### config.mk
export PLATFORM = sky130hd
export DESIGN_NAME = urv_divide
export DESIGN_NICKNAME = d
export VERILOG_FILES = /design/src/rtl/urv_divide_pkg.sv /design/src/rtl/urv_div_step.sv /design/src/rtl/urv_divide.sv
export SDC_FILE = /design/constraint.sdc
export NUM_CORES = 1
export LEC_CHECK = 0
export BUFFER_PORTS_ARGS = -buffer_cell sky130_fd_sc_hd__buf_2
export CAP_MARGIN = 20
export CORE_MARGIN = 1
export CORE_UTILIZATION = 39
export CTS_CLUSTER_DIAMETER = 40
export DETAILED_ROUTE_END_ITERATION = 8
export PLACE_DENSITY = 0.56
export SYNTH_ARGS = -nofsm -noshare
export SYNTH_HDL_FRONTEND = slang
export SYNTH_SLANG_ARGS = --single-unit
### constraint.sdc
create_clock -name clk_i -period 3.15 [get_ports clk_i]
set_clock_uncertainty 0.2 [all_clocks]
set_input_delay 0.1575 -clock clk_i [delete_from_list [all_inputs] [get_ports clk_i]]
set_output_delay 0.1575 -clock clk_i [all_outputs]
set_load 0.02 [all_outputs]
### src/rtl/urv_divide_pkg.sv
// uRV divider shared definitions.
// Function codes, FSM states and operand helpers.
package urv_divide_pkg;

    localparam logic [2:0] FUNC_SL   = 3'b001;
    localparam logic [2:0] FUNC_SR   = 3'b101;
    localparam logic [2:0] FUNC_DIV  = 3'b100;
    localparam logic [2:0] FUNC_DIVU = 3'b101;
    localparam logic [2:0] FUNC_REM  = 3'b110;
    localparam logic [2:0] FUNC_REMU = 3'b111;

    typedef enum logic [1:0] {
        DIV_IDLE,
        DIV_BUSY,
        DIV_FIXUP,
        DIV_DONE
    } div_state_t;

    // Magnitude of a signed operand; 0x80000000 maps to itself
    // and is then treated as unsigned by the datapath.
    function automatic logic [31:0] abs32(
        input logic [31:0] v,
        input logic        sgn
    );
        return (sgn && v[31]) ? -v : v;
    endfunction

endpackage

### src/rtl/urv_div_step.sv
// uRV divider single restoring step.
// Shift {rem,quo} left, trial-subtract, keep on no borrow.
module urv_div_step (
    input  logic [32:0] rem,
    input  logic [31:0] quo,
    input  logic [31:0] dvs,
    output logic [32:0] rem_nxt,
    output logic [31:0] quo_nxt
);

    logic [32:0] shl;
    logic [33:0] diff;
    logic        borrow;
    logic        unused_msb;

    // The partial remainder stays below the divisor, so bit 32
    // is always clear on entry; only the shifted value needs 33 bits.
    assign unused_msb = rem[32];

    // One trial subtraction against the zero-extended divisor.
    always_comb begin
        shl     = {rem[31:0], quo[31]};
        diff    = {1'b0, shl} - {2'b00, dvs};
        borrow  = diff[33];
        rem_nxt = borrow ? shl : diff[32:0];
        quo_nxt = {quo[30:0], ~borrow};
    end

endmodule

### src/rtl/urv_divide.sv
// uRV iterative divider: DIV, DIVU, REM, REMU.
// Fixed-latency restoring engine that stalls the pipeline.
module urv_divide
    import urv_divide_pkg::*;
#(
    parameter int G_BITS_PER_CYCLE = 1
) (
    input  logic        clk_i,
    input  logic        rst_i,
    input  logic        x_stall_i,
    input  logic        x_kill_i,
    input  logic        d_valid_i,
    input  logic        d_is_divide_i,
    input  logic [2:0]  d_fun_i,
    input  logic [31:0] d_rs1_i,
    input  logic [31:0] d_rs2_i,
    output logic        x_stall_req_o,
    output logic        x_done_o,
    output logic [31:0] w_rd_o
);

    localparam int ITERS = 32 / G_BITS_PER_CYCLE;
    localparam logic [4:0] CNT_LAST = 5'(ITERS - 1);

    div_state_t  state_q;
    div_state_t  state_d;
    logic        accept;
    logic        stall_req;

    logic [2:0]  fun_q;
    logic        quo_neg_q;
    logic        rem_neg_q;
    logic        dbz_q;
    logic        ovf_q;
    logic [31:0] rs1_q;
    logic [31:0] dvs_q;
    logic [31:0] quo_q;
    logic [32:0] rem_q;
    logic [4:0]  cnt_q;
    logic [31:0] rd_q;

    logic        sgn;
    logic        sel_rem;
    logic [31:0] q_fix;
    logic [31:0] r_fix;
    logic [31:0] quo_res;
    logic [31:0] rem_res;
    logic [31:0] res;

    logic [32:0] rem_c [0:G_BITS_PER_CYCLE];
    logic [31:0] quo_c [0:G_BITS_PER_CYCLE];

    assign rem_c[0] = rem_q;
    assign quo_c[0] = quo_q;

    for (genvar g = 0; g < G_BITS_PER_CYCLE; g++) begin : g_step
        urv_div_step u_step (
            .rem     (rem_c[g]),
            .quo     (quo_c[g]),
            .dvs     (dvs_q),
            .rem_nxt (rem_c[g+1]),
            .quo_nxt (quo_c[g+1])
        );
    end

    assign sgn = (d_fun_i == FUNC_DIV)
               | (d_fun_i == FUNC_REM);

    // FSM state register.
    always_ff @(posedge clk_i) begin
        if (rst_i) state_q <= DIV_IDLE;
        else       state_q <= state_d;
    end

    // Next state, accept decode and stall request.
    always_comb begin
        state_d   = state_q;
        accept    = 1'b0;
        stall_req = 1'b0;
        unique case (state_q)
            DIV_IDLE: begin
                accept = d_valid_i & d_is_divide_i
                       & ~x_stall_i & ~x_kill_i;
                stall_req = accept;
                if (accept) state_d = DIV_BUSY;
            end
            DIV_BUSY: begin
                stall_req = 1'b1;
                if (cnt_q == 5'd0) state_d = DIV_FIXUP;
            end
            DIV_FIXUP: begin
                stall_req = 1'b1;
                state_d   = DIV_DONE;
            end
            DIV_DONE: begin
                if (!x_stall_i) state_d = DIV_IDLE;
            end
        endcase
        if (x_kill_i) state_d = DIV_IDLE;
    end

    // Sign fixup and special-case override of the raw result.
    always_comb begin
        q_fix = quo_neg_q ? -quo_q : quo_q;
        r_fix = rem_neg_q ? -rem_q[31:0] : rem_q[31:0];
        unique case (1'b1)
            dbz_q: begin
                quo_res = 32'hFFFF_FFFF;
                rem_res = rs1_q;
            end
            ovf_q: begin
                quo_res = 32'h8000_0000;
                rem_res = 32'h0;
            end
            default: begin
                quo_res = q_fix;
                rem_res = r_fix;
            end
        endcase
        sel_rem = (fun_q == FUNC_REM)
                | (fun_q == FUNC_REMU);
        res = sel_rem ? rem_res : quo_res;
    end

    // Operand latch, iteration and result register.
    always_ff @(posedge clk_i) begin
        if (rst_i) begin
            fun_q     <= 3'b0;
            quo_neg_q <= 1'b0;
            rem_neg_q <= 1'b0;
            dbz_q     <= 1'b0;
            ovf_q     <= 1'b0;
            rs1_q     <= 32'h0;
            dvs_q     <= 32'h0;
            quo_q     <= 32'h0;
            rem_q     <= 33'h0;
            cnt_q     <= 5'h0;
            rd_q      <= 32'h0;
        end else if (accept) begin
            fun_q     <= d_fun_i;
            quo_neg_q <= sgn & (d_rs1_i[31] ^ d_rs2_i[31]);
            rem_neg_q <= sgn & d_rs1_i[31];
            dbz_q     <= (d_rs2_i == 32'h0);
            ovf_q     <= sgn
                       & (d_rs1_i == 32'h8000_0000)
                       & (d_rs2_i == 32'hFFFF_FFFF);
            rs1_q     <= d_rs1_i;
            dvs_q     <= abs32(d_rs2_i, sgn);
            quo_q     <= abs32(d_rs1_i, sgn);
            rem_q     <= 33'h0;
            cnt_q     <= CNT_LAST;
        end else if (state_q == DIV_BUSY) begin
            rem_q <= rem_c[G_BITS_PER_CYCLE];
            quo_q <= quo_c[G_BITS_PER_CYCLE];
            if (cnt_q != 5'd0) cnt_q <= cnt_q - 5'd1;
        end else if (state_q == DIV_FIXUP && !x_kill_i) begin
            rd_q <= res;
        end
    end

    assign x_stall_req_o = stall_req;
    assign x_done_o      = (state_q == DIV_DONE);
    assign w_rd_o        = rd_q;

endmodule

==> results.sh <==
export IMPL_placed_cells=2040
export IMPL_path_max_fanout=5
export IMPL_seq_power_share=0.367
export IMPL_path_class="register to register"
export IMPL_drive_above_1_share=0.143
export IMPL_outcome="finished clean"
export IMPL_period_needed_ns=3.03
export IMPL_setup_viol=0
export IMPL_clockRootBuffer="clkbuf_16"
export IMPL_slew_viol_final=0
export IMPL_grt_overflow=0
export IMPL_hpwlAfterDp_um=29100
export IMPL_syn_num_nets=1685
export IMPL_async_flop_share=0
export IMPL_dr_pass1_iters=5
export IMPL_grt_max_degree=101
export IMPL_port_buffers=106
export IMPL_end_kind="register"
export IMPL_rows=63
export IMPL_post_route_period_util=0.963
export IMPL_clock_latency_ns=0.45
export IMPL_initial_core_util=0.398
export IMPL_cts_max_path_buffers=2
export IMPL_ant_nets=0
export IMPL_fin_nets=1861
export IMPL_syn_area_per_cell_um2=7.57
export IMPL_fillCellCount=3003
export IMPL_max_slew_margin=0.485
export IMPL_cts_sinks=173
export IMPL_drt_iter0_markers=711
export IMPL_swShare=0.300
export IMPL_hold_slack_ns=0.0139
export IMPL_setup_tns_ns=0
export IMPL_fmax_mhz=330
export IMPL_synthCells=1567
export IMPL_post_drt_wl_per_cell_um=18.7
export IMPL_drc=0
export IMPL_synthDistinctLibCells=64
export IMPL_tightest_slew_ns=0.770
export IMPL_ios=107
export IMPL_place_congestion=0.922
export IMPL_cts_buffers_inserted=17
export IMPL_powerDensity_mw_per_mm2=426
export IMPL_tritoncts="done"
export IMPL_worst_endpoint_required_ns=3.30
export IMPL_clk_pin_slew_ns=0.07
export IMPL_finalHoldViolCount=0
export IMPL_antenna_found_initial=0
export IMPL_routed_wl_um=40000
export IMPL_htree_levels=4
export IMPL_synth_edf_count=0
export IMPL_peakVddDrop_v=0.000337
export IMPL_track_usage=0.258
export IMPL_power_frac_comb=0.248
export IMPL_die_w_um=176
export IMPL_final_instance_count_excl_fill=2144
export IMPL_p_clk_frac=0.385
export IMPL_grt_pass1_wl_um=62800
export IMPL_synth_seq_area_share=0.292
export IMPL_start_kind="register"
export IMPL_synthesis_area_mm2=0.0119
export IMPL_area_growth_pct=23.4
export IMPL_fp_dieH_um=176
export IMPL_diodes=0
export IMPL_rsz0062_at_grt="false"
export IMPL_p_switching_mw=1.87
export IMPL_vias_per_cell=5.64
export IMPL_ys_warn_count=0
export IMPL_worstPathArrival_ns=3.18
export IMPL_ys_flop_type="dfxtp_1"
export IMPL_hold_class="input port to register"
export IMPL_synth_seq_cells=173
export IMPL_coreArea_mm2=0.0298
export IMPL_grt_pass1_vias=11300
export IMPL_maxCapViolations=0
export IMPL_total_leakage_power_nw=5.82
export IMPL_via_count=12100
export IMPL_fp_dieArea_mm2=0.0311
export IMPL_p_int_mw=4.37
-- metrics by stage --
| step | power [mW] | util | setup slack (ns) | instance area (µm²) |
|---|---|---|---|---|
| CTS | 6.24 | 0.488 | 0.0144 | 14600 |
| detailed placement | 3.79 | 0.443 | 0.0419 | 13200 |
| global route | 6.51 | 0.491 | 0.0144 | 14600 |
| finish | 6.24 | 0.491 | 0.116 | 14600 |
| global placement | 3.78 | 0.443 | 0.114 | 13200 |
| floorplan | 3.29 | - | 0.138 | 11900 |
-- area by class of cell --
class	instances	area, µm²	area share
sequential	173	3460	0.237
clock inverter	9	184	0.0126
tap	390	488	0.0333
multi-input combinational	1230	7870	0.537
inverter	58	218	0.0149
clock buffer	21	460	0.0314
timing repair buffer	263	1960	0.134
-- worst paths after layout --
check / startpoint / to / slack, ns / cells after the start
max: quo_q[14] / w_rd_o[31] / 0.12 / 8
min: d_rs2_i[13] / dvs_q[13] / 0.01 / 3
max reg2reg: quo_q[14] / w_rd_o[31] / 0.12 / 8
min reg2reg: w_rd_o[29] / w_rd_o[29] / 0.24 / 2
-- per-layer routing --
layer  GRT usage  part of all wire  vias up
li1            -                 -     6016
met4      0.0679             0.018        0
met3      0.0368             0.042       43
met1       0.367              0.49     5712
met2       0.404              0.45      320
met5           0                 0        -
-- cells in the mapped netlist (all sizes together) (31+ instances only) --
library cell / n / area, µm²
a211oi: 60 / 450
a21oi: 145 / 726
clkbuf: 97 / 364
dfxtp: 173 / 3460
ha: 44 / 551
inv: 58 / 218
mux2i: 46 / 460
nand2: 173 / 649
nand3: 31 / 155
nor2: 144 / 541
nor3: 36 / 180
o21ai: 112 / 564
xnor2: 69 / 604
xor2: 73 / 639
-- registers in the layout, summed over array words and instances (netlist names) --
register and cells:
rs1_q 32, cnt_q 5, quo_q 32, fun_q 2
rem_q 32, ovf_q 1, dvs_q 32, dbz_q 1
quo_neg_q 1, rem_neg_q 1, state_q 2, w_rd_o 32
-- cell families after synthesis --
kind of cell,after synthesis,share of synthesized area
AND/OR/NAND/NOR,499,0.194
AO/OA/AOI/OAI,496,0.268
flip-flops,173,0.292
buffers and inverters,164,0.0526
XOR/XNOR,142,0.105
multiplexers,48,0.0407
adder cells (fa/ha/maj),45,0.0481
-- what timing repair did --
action                                 in CTS  in global routing
gates resized for setup                     0                 15
endpoints found under the hold margin     105                  0
setup endpoints to repair                   0                 16
hold buffers                               72                  0
setup buffers                               0                  1
-- critical path, stage by stage, from the launching register on --
cell and delay (ns):
dfxtp_1 0.38, or4_4 0.52, or3_1 0.34, or4_4 0.56
or2_4 0.28, o21ai_2 0.21, xnor2_1 0.14, a31oi_1 0.09
a22o_1 0.22
-- power groups by stage --
stage / clock [mW] / sequential [mW] / combinational [mW]
final: 2.40 / 2.29 / 1.55
after global routing: 2.52 / 2.30 / 1.69
after CTS: 2.43 / 2.29 / 1.52
after detailed placement: 0 / 2.34 / 1.44
after global placement: 0 / 2.34 / 1.44
after floorplan: 0 / 2.33 / 0.959
-- placed cells by master (no fill, tap or decap), types with 17 or more instances in the layout --
cell type,n
clkbuf_16,17
buf_2,105
nor3_1,34
dfxtp_1,172
inv_1,58
o21ai_0,108
xor2_1,73
mux2i_1,46
a21oi_1,145
xnor2_1,69
dlygate4sd3_1,72
o31ai_1,30
a211oi_1,59
nand2_1,172
ha_1,42
buf_4,80
a31oi_1,19
nor2_1,144
nand3_1,31
(Power assumes the default switching activity.)
